$ cat src/rtl/pcm_decimator.sv
// Decimates one channel of an I2S word stream by 2^LOG2_RATIO; 1-cycle accept-to-valid latency, single-entry output.
// Input stalls only while an output is held and downstream is not ready. Optional macro: PCM_DECIMATOR_ROUND_EN.
module pcm_decimator #(
    parameter int LOG2_RATIO = 2,
    parameter int CHANNEL    = 0,
    parameter int FRAME_LEN  = 256
) (
    input  logic        clk_in,
    input  logic        rst_in,
    input  logic        s_axis_tvalid,
    output logic        s_axis_tready,
    input  logic [31:0] s_axis_tdata,
    input  logic        s_axis_tlast,
    output logic        m_axis_tvalid,
    input  logic        m_axis_tready,
    output logic [15:0] m_axis_tdata,
    output logic        m_axis_tlast
);

    localparam int AW = 24 + LOG2_RATIO;
    localparam int FW = $clog2(FRAME_LEN);
    localparam logic [FW-1:0] LAST_IDX = FW'(FRAME_LEN - 1);

    typedef enum logic {ACCUM = 1'b0, HOLD = 1'b1} state_t;

    state_t                  r_state;
    state_t                  w_state_nxt;
    logic signed [AW-1:0]    r_acc;
    logic [LOG2_RATIO-1:0]   r_count;
    logic [FW-1:0]           r_frame;
    logic [15:0]             r_dat;

    logic                    w_s_xfer;
    logic                    w_m_xfer;
    logic                    w_acc_en;
    logic                    w_last_sample;
    logic signed [23:0]      w_sample;
    logic signed [AW-1:0]    w_sum;
    logic [15:0]             w_result;

    assign w_s_xfer      = s_axis_tvalid & s_axis_tready;
    assign w_m_xfer      = m_axis_tvalid & m_axis_tready;
    assign w_acc_en      = w_s_xfer & (s_axis_tlast == CHANNEL[0]);
    assign w_last_sample = w_acc_en & (&r_count);
    assign w_sample      = s_axis_tdata[31:8];
    assign w_sum         = r_acc + {{LOG2_RATIO{w_sample[23]}}, w_sample};

`ifdef PCM_DECIMATOR_ROUND_EN
    // One guard bit so the half-LSB bias cannot wrap a full-scale positive sum.
    logic signed [AW:0]  w_rnd_sum;
    logic signed [16:0]  w_rnd_q;

    assign w_rnd_sum = {w_sum[AW-1], w_sum} + ((AW+1)'(1) << (LOG2_RATIO + 7));
    assign w_rnd_q   = w_rnd_sum[AW:LOG2_RATIO+8];
    assign w_result  = (w_rnd_q[16] != w_rnd_q[15]) ? (w_rnd_q[16] ? 16'h8000 : 16'h7FFF)
                                                    : w_rnd_q[15:0];

    logic w_unused;
    assign w_unused = ^s_axis_tdata[7:0];
`else
    // Slicing the sum directly is the arithmetic right shift followed by [23:8].
    assign w_result = w_sum[LOG2_RATIO+23:LOG2_RATIO+8];

    logic w_unused;
    assign w_unused = ^{s_axis_tdata[7:0], w_sum[LOG2_RATIO+7:0]};
`endif

    always_ff @(posedge clk_in or posedge rst_in) begin
        if (rst_in) begin
            r_acc   <= '0;
            r_count <= '0;
            r_dat   <= '0;
        end else if (w_acc_en) begin
            if (w_last_sample) begin
                r_acc   <= '0;
                r_count <= '0;
                r_dat   <= w_result;
            end else begin
                r_acc   <= w_sum;
                r_count <= r_count + 1'b1;
            end
        end
    end

    always_ff @(posedge clk_in or posedge rst_in) begin
        if (rst_in) begin
            r_frame <= '0;
        end else if (w_m_xfer) begin
            r_frame <= (r_frame == LAST_IDX) ? '0 : r_frame + 1'b1;
        end
    end

    always_ff @(posedge clk_in or posedge rst_in) begin
        if (rst_in) begin
            r_state <= ACCUM;
        end else begin
            r_state <= w_state_nxt;
        end
    end

    always_comb begin
        w_state_nxt = r_state;
        case (r_state)
            ACCUM: if (w_last_sample) w_state_nxt = HOLD;
            HOLD:  if (w_last_sample) w_state_nxt = HOLD;
                   else if (w_m_xfer) w_state_nxt = ACCUM;
            default: w_state_nxt = ACCUM;
        endcase
    end

    always_comb begin
        m_axis_tvalid = (r_state == HOLD);
        m_axis_tlast  = (r_state == HOLD) && (r_frame == LAST_IDX);
        s_axis_tready = (r_state == ACCUM) || m_axis_tready;
    end

    assign m_axis_tdata = r_dat;

endmodule

$ cat config.mk
export PLATFORM = sky130hd
export DESIGN_NAME = pcm_decimator
export DESIGN_NICKNAME = d
export VERILOG_FILES = /design/src/rtl/pcm_decimator.sv
export SDC_FILE = /design/constraint.sdc
export NUM_CORES = 1
export LEC_CHECK = 0
export BUFFER_PORTS_ARGS = -buffer_cell sky130_fd_sc_hd__buf_2
export CORE_MARGIN = 4
export CORE_UTILIZATION = 25
export CTS_CLUSTER_DIAMETER = 30
export DETAILED_ROUTE_END_ITERATION = 7
export GPL_ROUTABILITY_DRIVEN = 0
export PLACE_DENSITY = 0.41
export SLEW_MARGIN = 0
export SYNTH_ARGS = -nofsm -noshare
export SYNTH_HDL_FRONTEND = slang
export SYNTH_SLANG_ARGS = --single-unit
$ cat constraint.sdc
create_clock -name clk_in -period 3.2 [get_ports clk_in]
set_input_delay 0.48 -clock clk_in [delete_from_list [all_inputs] [get_ports clk_in]]
set_output_delay 0.48 -clock clk_in [all_outputs]
set_load 0.02 [all_outputs]
After elaboration in Yosys (flattened, before gate mapping)
Cells that the tools add are included.
{"block": "totals", "in_bits": 37, "wordCells": 26, "ff_bits": 53, "output_inout_bits": 19}
{"block": "op_classes", "eq_ne": 1, "n_addsub": 3, "n_bitwise": 6, "muxes": 7, "n_reduce_logical": 4}
{"operator": "adder 26 bit", "count": 1}
{"operator": "2-to-1 mux 26 bit", "count": 1}
{"operator": "adder 8 x 1 -> 8 bit (second input constant)", "count": 1}
{"operator": "== test 8 bit (second input constant)", "count": 1}
{"operator": "2-to-1 mux 8 bit", "count": 1}
{"operator": "bitwise AND 1 bit", "count": 4}
{"operator": "AND reduction 2 bit", "count": 2}
{"operator": "2-to-1 mux 1 bit", "count": 3}
{"operator": "adder 2 x 1 -> 2 bit (second input constant)", "count": 1}
{"operator": "2-to-1 mux 2 bit", "count": 1}
{"operator": "inverter 1 bit", "count": 2}
{"operator": "one-hot mux 1 bit (2 select lines)", "count": 1}
{"operator": "logical AND 1 bit", "count": 1}
{"operator": "logical OR 1 bit", "count": 1}

Depth between registers and ports, before layout
Gate-level depths: netlist of the first run.
{"block": "depth", "ltp_word": 7, "depth_mapped": 10, "ltp_nobuf": 10}

Worst setup path after synthesis of the first run
Ideal clock, no wire load.
{"block": "synth_path", "path_kind": "input port to flip-flop", "start": "input port s_axis_tdata[8]", "end": "register r_dat[10] (netlist: m_axis_tdata[10])", "arrival_time_ns": 2.590, "path_stages": 10, "t_required_ns": 3.075, "setup_ns": 0.125, "path_slack_ns": 0.485, "n_path_buf": 0, "path_cell_list": "ha_1 fa_1 a211oi_2 o211ai_1 a21o_1 and3_1 a211oi_1 o31ai_1 xor2_1 mux2_2"}
{"block": "synth_via", "elab_chain_cells": 1}
{"element": "start, declared", "line": "12", "rtl": "input logic [31:0] s_axis_tdata,"}
{"element": "adder 26 bit", "line": "46", "rtl": "assign w_sum = r_acc + {{LOG2_RATIO{w_sample[23]}}, w_sample};"}
{"element": "end signal, assigned", "line": "77", "rtl": "r_dat <= w_result;"}
{"element": "end, declared", "line": "31", "rtl": "logic [15:0] r_dat;"}
Every way passes these cells.
A chain may end at the register's enable or synchronous reset.

Worst setup path after layout of the first run
{"block": "layout_path", "start": "register r_acc[0]", "end": "register r_dat[10] (netlist: m_axis_tdata[10])"}
{"block": "layout_via", "elab_chain_cells": 1}
{"element": "start, declared", "line": "28", "rtl": "logic signed [AW-1:0] r_acc;"}
{"element": "start signal, assigned", "line": "79", "rtl": "r_acc <= w_sum;"}
{"element": "adder 26 bit", "line": "46"}
Every way passes these cells.

==> results of run 1 <==
-- cells by family (layout without fill, tap and decap cells) --
kind of cell	Yosys count	after routing	share of synthesized area, %
xor gates and xnor gates	25	25	6.27
DFF	53	53	38.0
muxes	17	17	5.34
AOI/OAI and AO/OA	105	105	21.5
and+or+nand+nor	119	119	16.0
buffers and inverters	23	69	2.69
adders and majority gates	28	28	10.2
-- final cells by class --
cell class	instances	area, um^2
multi-input combinational	294	2070
clock inverter	2	37.5
sequential	53	1330
timing repair buffer	53	280
clock buffer	6	139
inverter	8	30.0
fill	1437	9350
tap	176	220
-- where the power goes --
part | switching [mW] | internal (mW) | leakage [nW]
combinational | 1.22 | 0.920 | 1.19
clock | 0.256 | 0.391 | 0.0831
sequential | 0.164 | 0.950 | 0.668
-- sequential cells by signal, summed over array words and instances (netlist names) --
signal         cells
r_acc             26
r_frame            8
m_axis_tdata      16
r_count            2
m_axis_tvalid      1
-- synthesized netlist by cell type, types with 5 or more instances --
master     n  area, um^2
nand4_1    6        37.5
mux2_2    13         146
clkbuf_1  11        41.3
xor2_1     9        78.8
nand2b_1   6        37.5
inv_1      8        30.0
o21a_1     7        52.6
o21ai_0   24         120
a22o_1    10        87.6
nand2_1   52         195
a21oi_1   18        90.1
dfrtp_1   53        1330
nor2_1    23        86.3
nor3_1     6        30.0
a21o_1    12        90.1
xnor2_1   16         140
ha_1      27         338
nand3_1    5        25.0
-- worst max-delay path by stage --
| stage | from | to | slack, ns | cells past startpoint |
|---|---|---|---|---|
| after floorplan | s_axis_tdata[8] | m_axis_tdata[10] | 0.49 | 10 |
| after global placement | s_axis_tdata[8] | m_axis_tdata[10] | 0.14 | 11 |
| after detailed placement | s_axis_tdata[8] | m_axis_tdata[10] | 0.11 | 11 |
| after CTS | r_acc[0] | m_axis_tdata[10] | 0.30 | 10 |
| after global routing | r_acc[0] | m_axis_tdata[10] | 0.14 | 10 |
| final | r_acc[0] | m_axis_tdata[10] | 0.33 | 10 |
-- cells in the final DEF, fill, tap and decap left out, types with 2 or more instances in the layout --
cell	synthesis	layout
xnor2_1	16	16
mux2i_1	4	4
xor2_1	9	9
nand2b_1	6	6
clkbuf_16	0	5
nor3b_1	4	4
or2_4	2	2
nand4_1	6	6
o21ai_0	24	24
buf_4	1	6
nor3_1	6	6
nor2_1	23	23
a21oi_2	2	2
and2_1	2	2
a31oi_1	2	2
and3_1	3	3
a211oi_1	3	3
a21oi_1	18	18
buf_2	2	47
o211ai_1	2	2
ha_1	27	27
a21o_1	12	12
mux2_2	13	13
o31ai_1	4	4
nand3b_1	3	3
inv_1	8	7
a22o_1	10	10
nor2b_1	4	4
dfrtp_1	53	53
nand3_1	5	5
nand2_1	52	52
o21a_1	7	7
o41ai_1	2	2
-- critical path, cell delays in order (launching register included) --
cell and delay, ns:
dfrtp_1 0.39, ha_1 0.22, fa_1 0.44, a211oi_2 0.30, o211ai_1 0.16, a21o_1 0.21, and3_1 0.17, a211oi_1 0.26
o31ai_1 0.15, xor2_1 0.17, mux2_2 0.28
-- per-layer routing --
metal,GRT usage [%],wire length [um],vias to the layer above
met5,0,0,-
met2,17.7,3960,38
met4,4.04,150,0
li1,-,-,1426
met1,15.3,4330,1311
met3,2.20,247,10
-- per-stage QoR --
stage                     cells  util, %  hold WS, ns  instance area (um^2)  setup WS [ns]
after global routing        592     30.5        0.458                  4110          0.142
after floorplan             370        -        0.445                  3490          0.485
after CTS                   592     30.5        0.410                  4110          0.296
after global placement      584     29.2        0.463                  3930          0.137
after detailed placement    584     29.2        0.471                  3930          0.109
final                       592     30.5        0.384                  4110          0.330
==> metrics.md, run 1 <==
| Metric | Value |
|---|---|
| Status | complete, no violations |
| Total grt overflow | 0 |
| Crit-path max FO | 3 |
| Post-CTS Setup Inserts | 0 |
| Clock transition at path regs | 0.07 ns |
| Worst slew pin tran | 0.718 ns |
| Initial antenna violation count | 0 |
| DP HPWL | 6360 um |
| 1st-pass router iterations | 4 |
| Minimum clock period | 2.87 ns |
| Final wirelength | 8680 um |
| Skew-Pair Late Insertion Delay | 0.30 ns |
| IO Port Bufs | 47 |
| Max-cap violations | 0 |
| Clk_skew | 0.00674 ns |
| I/O pin count | 56 |
| FP Rows | 42 |
| Worst Setup End Kind | flip-flop |
| Slew Viols, Final | 0 |
| HP Class | in -> async |
| Share of layout cells above drive strength 1 | 20.9% |
| Crit path kind | reg -> reg |
| First DRT Iteration DRCs | 135 |
| CTS sink cnt | 53 |
| Number of synthesized flops with an enable pin | 0 |
| Post-DR vias/cell | 4.70 |
| Mean Syn Cell Area | 9.44 um^2 |
| Warnings from Yosys | 0 |
| Register area share after synthesis | 38.0% |
| Synth Register Bits | 53 |
| FF-to-FF Start | r_acc[0] |
| Initial Util | 26.0% |
| Type of origin of the critical path | flip-flop |
| Final Hold Fails | 0 |
| CTS root buffer | clkbuf_16 |
| PD cells | 951 mW/mm^2 |
| Sum Neg Setup Slack | 0 ns |
| Die height | 126 um |
| WP data arrival | 3.06 ns |
| Clk buf depth | 2 |
| Vias | 2785 |
| CTS resizes | 0 |
| Setup Viol. Count Final | 0 |
| Clock buffers created by TritonCTS | 5 |
| Worst Path Required | 3.39 ns |
| Antenna-violating nets left | 0 |
| Vias in the first global route | 2761 |
| Slew HR | 52.1% |
| Fraction of registers with async set/reset | 100% |
| Total GRT Usage | 11.2% |
| CTS hold repair buffers | 0 |
| LEAKAGE | 1.94 nW |
| Mapped Cells | 370 |
| Area grow syn2layout | 17.6% |
| Syn Nets | 435 |
| F_max | 0.348 GHz |
| Final Cycle Share | 89.7% |
| Reg2Reg Depth | 10 |
| Core area | 0.0135 mm^2 |
| Distinct cell type count after synthesis | 57 |
| Worst R2R Setup Slack | 0.33 ns |
| NumNets Final | 480 |
| Post-synth top flop | dfrtp_1 |
| Peak supply drop | 0.000328 V |
| Unrepaired setup endpoints after global routing | no |
| Mapped Area | 0.00349 mm^2 |
| DIE AREA | 0.0159 mm^2 |
| WL per Instance | 14.7 um |
| Largest net degree at the start of global routing | 54 |
| H-tree depth reported by CTS | 2 |
| DRC violations left | 0 |
| Worst R2R End | m_axis_tdata[10] |
| CTS tree | done |
| Antenna diodes | 0 |
| Die X | 126 um |
| First-pass GRT wire length | 14300 um |
| Tot Pwr | 3.91 mW |
(Power assumes the default switching activity.)
==> run 2, diff against run 1 <==
--- a/config.mk
+++ b/config.mk
@@ -5,13 +5,15 @@
 export SDC_FILE = /design/constraint.sdc
 export NUM_CORES = 1
 export LEC_CHECK = 0
-export BUFFER_PORTS_ARGS = -buffer_cell sky130_fd_sc_hd__buf_2
 export CORE_MARGIN = 4
 export CORE_UTILIZATION = 25
 export CTS_CLUSTER_DIAMETER = 30
+export CTS_CLUSTER_SIZE = 25
 export DETAILED_ROUTE_END_ITERATION = 7
+export DONT_BUFFER_PORTS = 1
 export GPL_ROUTABILITY_DRIVEN = 0
-export PLACE_DENSITY = 0.41
+export GPL_TIMING_DRIVEN = 0
+export PLACE_DENSITY = 0.37
 export SLEW_MARGIN = 0
 export SYNTH_ARGS = -nofsm -noshare
 export SYNTH_HDL_FRONTEND = slang
==> metrics.md, run 2 (synthesis results as in run 1) <==
| Metric | Value |
|---|---|
| CTS sink cnt | 53 (unchanged) |
| Largest net degree at the start of global routing | 36 (was 54) |
| Max-cap violations | 0 (unchanged) |
| H-tree depth reported by CTS | 2 (unchanged) |
| F_max | 0.338 GHz (was 0.348 GHz) |
| Clk_skew | 0.00555 ns (was 0.00674 ns) |
| Final Hold Fails | 0 (unchanged) |
| WP data arrival | 3.15 ns (was 3.06 ns) |
| FF-to-FF Start | r_acc[0] (unchanged) |
| Clock transition at path regs | 0.08 ns (was 0.07 ns) |
| Setup Viol. Count Final | 0 (unchanged) |
| Share of layout cells above drive strength 1 | 10.3% (was 20.9%) |
| Antenna diodes | 0 (unchanged) |
| Post-DR vias/cell | 4.83 (was 4.70) |
| Sum Neg Setup Slack | 0 ns (unchanged) |
| Total GRT Usage | 11.9% (was 11.2%) |
| Critical path origin | r_acc[0] (unchanged) |
| Minimum clock period | 2.95 ns (was 2.87 ns) |
| Crit path kind | reg -> reg (unchanged) |
| PD cells | 961 mW/mm^2 (was 951 mW/mm^2) |
| Layout fillers | 1459 (was 1437) |
| Total grt overflow | 0 (unchanged) |
| WL per Instance | 16.3 um (was 14.7 um) |
| Initial antenna violation count | 0 (unchanged) |
| Area grow syn2layout | 11.1% (was 17.6%) |
| Antenna-violating nets left | 0 (unchanged) |
| DIE AREA | 0.0159 mm^2 (unchanged) |
| Initial Util | 26.0% (unchanged) |
| Worst slew pin tran | 0.595 ns (was 0.718 ns) |
| Post-CTS Setup Inserts | 0 (unchanged) |
| Vias | 2678 (was 2785) |
| 1st-pass router iterations | 4 (unchanged) |
| NumNets Final | 443 (was 480) |
| Peak supply drop | 0.000319 V (was 0.000328 V) |
| Commonest non-fill, non-tap cells in the layout | dfrtp_1 (53), nand2_1 (52), ha_1 (27) (was dfrtp_1 (53), nand2_1 (52), buf_2 (47)) |
| Clock buffers created by TritonCTS | 5 (unchanged) |
| Reg2Reg Depth | 10 (unchanged) |
| First DRT Iteration DRCs | 138 (was 135) |
| CTS tree | done (unchanged) |
| Core area | 0.0135 mm^2 (unchanged) |
| Die X | 126 um (unchanged) |
| Max reg flops | 26 (unchanged) |
| DRC violations left | 0 (unchanged) |
| Die height | 126 um (unchanged) |
| I/O pin count | 56 (unchanged) |
| Final wirelength | 9070 um (was 8680 um) |
| CTS resizes | 0 (unchanged) |
| First-pass GRT wire length | 15000 um (was 14300 um) |
| HP Class | in -> async (unchanged) |
| Slew HR | 60.3% (was 52.1%) |
| Status | complete, no violations (unchanged) |
| Unrepaired setup endpoints after global routing | no (unchanged) |
| IO Port Bufs | 0 (was 47) |
| Leading cell type in the layout, fill and taps excluded | dfrtp_1 (unchanged) |
| FP Rows | 42 (unchanged) |
| Worst Path Required | 3.40 ns (was 3.39 ns) |
| DP HPWL | 6960 um (was 6360 um) |
| Final Util | 28.9% (was 30.5%) |
| LEAKAGE | 1.74 nW (was 1.94 nW) |
| Clk buf depth | 2 (unchanged) |
| Worst Setup End Kind | flip-flop (unchanged) |
| CTS root buffer | clkbuf_16 (unchanged) |
| Final Cycle Share | 92.3% (was 89.7%) |
| Crit-path max FO | 6 (was 3) |
| Skew-Pair Late Insertion Delay | 0.31 ns (was 0.30 ns) |
| Top reg by flops | r_acc (unchanged) |
| Type of origin of the critical path | flip-flop (unchanged) |
| CTS hold repair buffers | 0 (unchanged) |
| Vias in the first global route | 2724 (was 2761) |
| Slew Viols, Final | 0 (unchanged) |
## run 2: per-stage QoR
| stage | setup slack (ns) | power, mW | instances | hold WS [ns] | instance area [um^2] |
|---|---|---|---|---|---|
| final | 0.245 | 3.73 | 555 | 0.0529 | 3880 |
| after global routing | 0.0599 | 4.10 | 555 | 0.0910 | 3880 |
| after CTS | 0.215 | 3.80 | 555 | 0.0691 | 3880 |
| after detailed placement | 0.135 | 3.20 | 547 | 0.410 | 3730 |
| after global placement | 0.129 | 3.18 | 546 | 0.467 | 3710 |
| after floorplan | 0.485 | 2.77 | 370 | 0.445 | 3490 |
## run 2: final timing paths
check / to / slack, ns
max: m_axis_tdata[10] / 0.25
min: r_acc[19] / 0.05
max reg2reg: m_axis_tdata[10] / 0.25
min reg2reg: r_frame[6] / 0.47
max in group asynchronous: r_acc[15] / 2.59
min in group clk_in: r_frame[0] / 0.37
## run 2: final cells by class
class	count	area [um^2]	area share (%)
flip-flops and latches	53	1330	34.2
inverters	8	30.0	0.774
repair buffers	1	20.0	0.516
clock inverters	3	22.5	0.580
well taps	176	220	5.67
plain buffers	15	63.8	1.64
multi-input cells	294	2070	53.4
clock buffers	5	125	3.22
## run 2: per-layer routing
layer  wire length (um)  global-route usage (%)  vias up
met2               4250                    19.1       39
met3                492                    4.45        6
met4                 88                    2.65        0
li1                   -                       -     1360
met1               4240                    15.4     1273
met5                  0                       0        -
## run 2: power by group
part | internal, mW | switching, mW
logic | 0.834 | 1.06
registers | 0.949 | 0.317
clock network | 0.291 | 0.281
total | 2.07 | 1.65
## run 2: critical path, cell delays in order (launching register included)
cell,delay (ns)
dfrtp_1,0.39
ha_1,0.21
fa_1,0.43
a211oi_2,0.32
o211ai_1,0.18
a21o_1,0.27
and3_1,0.20
a211oi_1,0.25
o31ai_1,0.16
xor2_1,0.17
mux2_2,0.28
==> run 3, diff against run 2 <==
--- a/config.mk
+++ b/config.mk
@@ -14,6 +14,7 @@
 export GPL_ROUTABILITY_DRIVEN = 0
 export GPL_TIMING_DRIVEN = 0
 export PLACE_DENSITY = 0.37
+export SETUP_SLACK_MARGIN = 0.4
 export SLEW_MARGIN = 0
 export SYNTH_ARGS = -nofsm -noshare
 export SYNTH_HDL_FRONTEND = slang
==> constraint.sdc (replaced) <==
create_clock -name clk_in -period 3.4 [get_ports clk_in]
set_input_delay 0.51 -clock clk_in [delete_from_list [all_inputs] [get_ports clk_in]]
set_output_delay 0.51 -clock clk_in [all_outputs]
set_load 0.02 [all_outputs]
==> metrics.md, run 3 (synthesis results as in run 1) <==
| Metric | Value |
|---|---|
| DP HPWL | 6960 um (unchanged) |
| Clock transition at path regs | 0.08 ns (about the same) |
| Met3 Usage GRT | 4.45% (unchanged) |
| Critical-path top delay cell | dfrtp_1 (was fa_1) |
| Max-cap violations | 0 (unchanged) |
| Final Cycle Share | 83.1% (was 92.3%) |
| FF-to-FF Start | r_acc[0] (unchanged) |
| Clk buf depth | 2 (unchanged) |
| GRT busiest layer | met2 (unchanged) |
| Switching share of power | 44.4% (about the same) |
| Top Family by Delay on Critical Path | compound AO/OA/AOI/OAI gates (unchanged) |
| CTS sink cnt | 53 (unchanged) |
| Clk_skew | 0.00571 ns (was 0.00555 ns) |
| Setup Viol. Count Final | 0 (unchanged) |
| 1st-pass router iterations | 4 (unchanged) |
| Clock share of power | 15.3% (about the same) |
| Type of origin of the critical path | flip-flop (unchanged) |
| NumNets Final | 444 (was 443) |
| Final Util | 29.0% (was 28.9%) |
| Initial Util | 26.0% (unchanged) |
| Largest net degree at the start of global routing | 36 (unchanged) |
| PD cells | 905 mW/mm^2 (was 961 mW/mm^2) |
| Max reg flops | 26 (unchanged) |
| WP data arrival | 3.02 ns (was 3.15 ns) |
| Initial antenna violation count | 0 (unchanged) |
| First-pass GRT wire length | 15000 um (unchanged) |
| Skew-Pair Late Insertion Delay | 0.31 ns (about the same) |
| CTS root buffer | clkbuf_16 (unchanged) |
| DP Cell Count | 547 (unchanged) |
| Slew HR | 58.4% (was 60.3%) |
| FP Rows | 42 (unchanged) |
| I/O pin count | 56 (unchanged) |
| DRC violations left | 0 (unchanged) |
| F_max | 0.354 GHz (was 0.338 GHz) |
| Worst Setup End Kind | flip-flop (unchanged) |
| Worst hold slack | 0.0833 ns (was 0.0529 ns) |
| Die X | 126 um (unchanged) |
| Worst slew pin tran | 0.623 ns (was 0.595 ns) |
| Fin cells | 556 (was 555) |
| Commonest non-fill, non-tap cells in the layout | dfrtp_1 (53), nand2_1 (52), ha_1 (27) (unchanged) |
| LEAKAGE | 1.74 nW (about the same) |
| WP buf/inv | 0 (unchanged) |
| Clock buffers created by TritonCTS | 5 (unchanged) |
| Crit path kind | reg -> reg (unchanged) |
| Crit path largest cell delay | 0.39 ns (was 0.43 ns) |
| Antenna-violating nets left | 0 (unchanged) |
| M2 GR Usage | 19.1% (unchanged) |
| Multi-input logic area | 0.00208 mm^2 (was 0.00207 mm^2) |
| Final Hold Fails | 0 (unchanged) |
| Total GRT Usage | 11.9% (unchanged) |
| HP Class | in -> async (unchanged) |
| IO Port Bufs | 0 (unchanged) |
| Core area | 0.0135 mm^2 (unchanged) |
| Slew Viols, Final | 0 (unchanged) |
| Share of layout cells above drive strength 1 | 11.1% (was 10.3%) |
| P_int | 1.96 mW (was 2.07 mW) |
| Most used cell, CP | a211oi_2 |
| First DRT Iteration DRCs | 141 (was 138) |
| Vias | 2683 (was 2678) |
| Vias in the first global route | 2724 (unchanged) |
| Post-DR vias/cell | 4.83 (about the same) |
| Peak supply drop | 0.000305 V (was 0.000319 V) |
| Worst Path Required | 3.60 ns (was 3.40 ns) |
| Final wirelength | 9110 um (was 9070 um) |
| Sum Neg Setup Slack | 0 ns (unchanged) |
| Unrepaired setup endpoints after global routing | no (unchanged) |
| FF+latch area | 0.00133 mm^2 (unchanged) |
| Switching power | 1.56 mW (was 1.65 mW) |
| Worst R2R Setup Slack | 0.58 ns (was 0.25 ns) |
| CTS hold repair buffers | 0 (unchanged) |
| Minimum clock period | 2.82 ns (was 2.95 ns) |
| Sequential share of power | 33.8% (was 34.0%) |
| Post-Place Setup Slack | 0.305 ns (was 0.135 ns) |
| Area grow syn2layout | 11.5% (was 11.1%) |
| Die height | 126 um (unchanged) |
| Final worst setup slack | 0.575 ns (was 0.245 ns) |
| Total grt overflow | 0 (unchanged) |
| Layout fillers | 1460 (was 1459) |
| Comb pwr share | 50.9% (was 50.7%) |
| CP cell instances | ha_1 -> fa_2 -> a211oi_2 -> o211ai_1 -> a21o_1 -> and3_1 -> a211oi_2 -> o31ai_1 -> xor2_1 -> mux2_2 (was ha_1 -> fa_1 -> a211oi_2 -> o211ai_1 -> a21o_1 -> and3_1 -> a211oi_1 -> o31ai_1 -> xor2_1 -> mux2_2) |
| M1 GR Usage | 15.4% (unchanged) |
| DIE AREA | 0.0159 mm^2 (unchanged) |
| WL per Instance | 16.4 um (was 16.3 um) |
| Critical path origin | r_acc[0] (unchanged) |
| Top reg by flops | r_acc (unchanged) |
| Leading cell type in the layout, fill and taps excluded | dfrtp_1 (unchanged) |
| CTS tree | done (unchanged) |
| Crit-path max FO | 6 (unchanged) |
| Antenna diodes | 0 (unchanged) |
| Status | complete, no violations (unchanged) |
| H-tree depth reported by CTS | 2 (unchanged) |
[run 3: cell types whose count changed in the layout (fill, tap and decap cells not counted), sizes merged]
| cell | delta |
|---|---|
| buf | +1 |
[run 3: routing by layer]
metal	vias to the layer above	part of all wire [%]
met5	-	0
met4	0	0.97
met3	6	5.5
met2	43	47
met1	1272	47
li1	1362	-
[run 3: through the flow]
| stage | total power, mW | instance area, um^2 |
|---|---|---|
| finish | 3.53 | 3900 |
| global route | 3.88 | 3900 |
| detailed placement | 3.01 | 3730 |
| CTS | 3.58 | 3880 |
| floorplan | 2.60 | 3490 |
| global placement | 2.99 | 3710 |
[run 3: area by class of cell]
type	instances	share of cell area, %
multi-input cells	294	53.4
well taps	176	5.65
repair buffers	2	0.706
inverters	8	0.771
plain buffers	15	1.64
flip-flops and latches	53	34.0
clock inverters	3	0.578
clock buffers	5	3.21
[run 3: power by group through the flow]
stage / Combinational [mW] / Clock (mW) / Sequential, mW
floorplan: 1.46 / 0 / 1.15
detailed placement: 1.80 / 0 / 1.21
CTS: 1.81 / 0.570 / 1.20
finish: 1.80 / 0.539 / 1.19
global route: 2.05 / 0.600 / 1.23
global placement: 1.79 / 0 / 1.20
[run 3: worst reg2reg max path, delay by kind of cell (launching register included)]
family                     cells  cell delay (ns)
and+or+nand+nor                1             0.21
AOI/OAI and AO/OA              5             1.07
xor gates and xnor gates       1             0.17
adders and majority gates      2             0.59
muxes                          1             0.28
DFF                            1             0.39
[run 3: path summary, 6_finish.rpt]
path	endpoint	cells past startpoint
worst max-delay path	m_axis_tdata[10]	10
worst min-delay path	r_acc[19]	1
worst max register to register	m_axis_tdata[10]	10
worst min register to register	r_frame[6]	1
max in group asynchronous	r_acc[15]	2
min in group clk_in	r_frame[0]	3
[run 3: repair_timing]
item / CTS / global route
endpoints found under the setup margin: 0 / 3
hold endpoints to repair: 0 / 0
gates resized for setup: 0 / 2
buffers inserted: 0 / 1
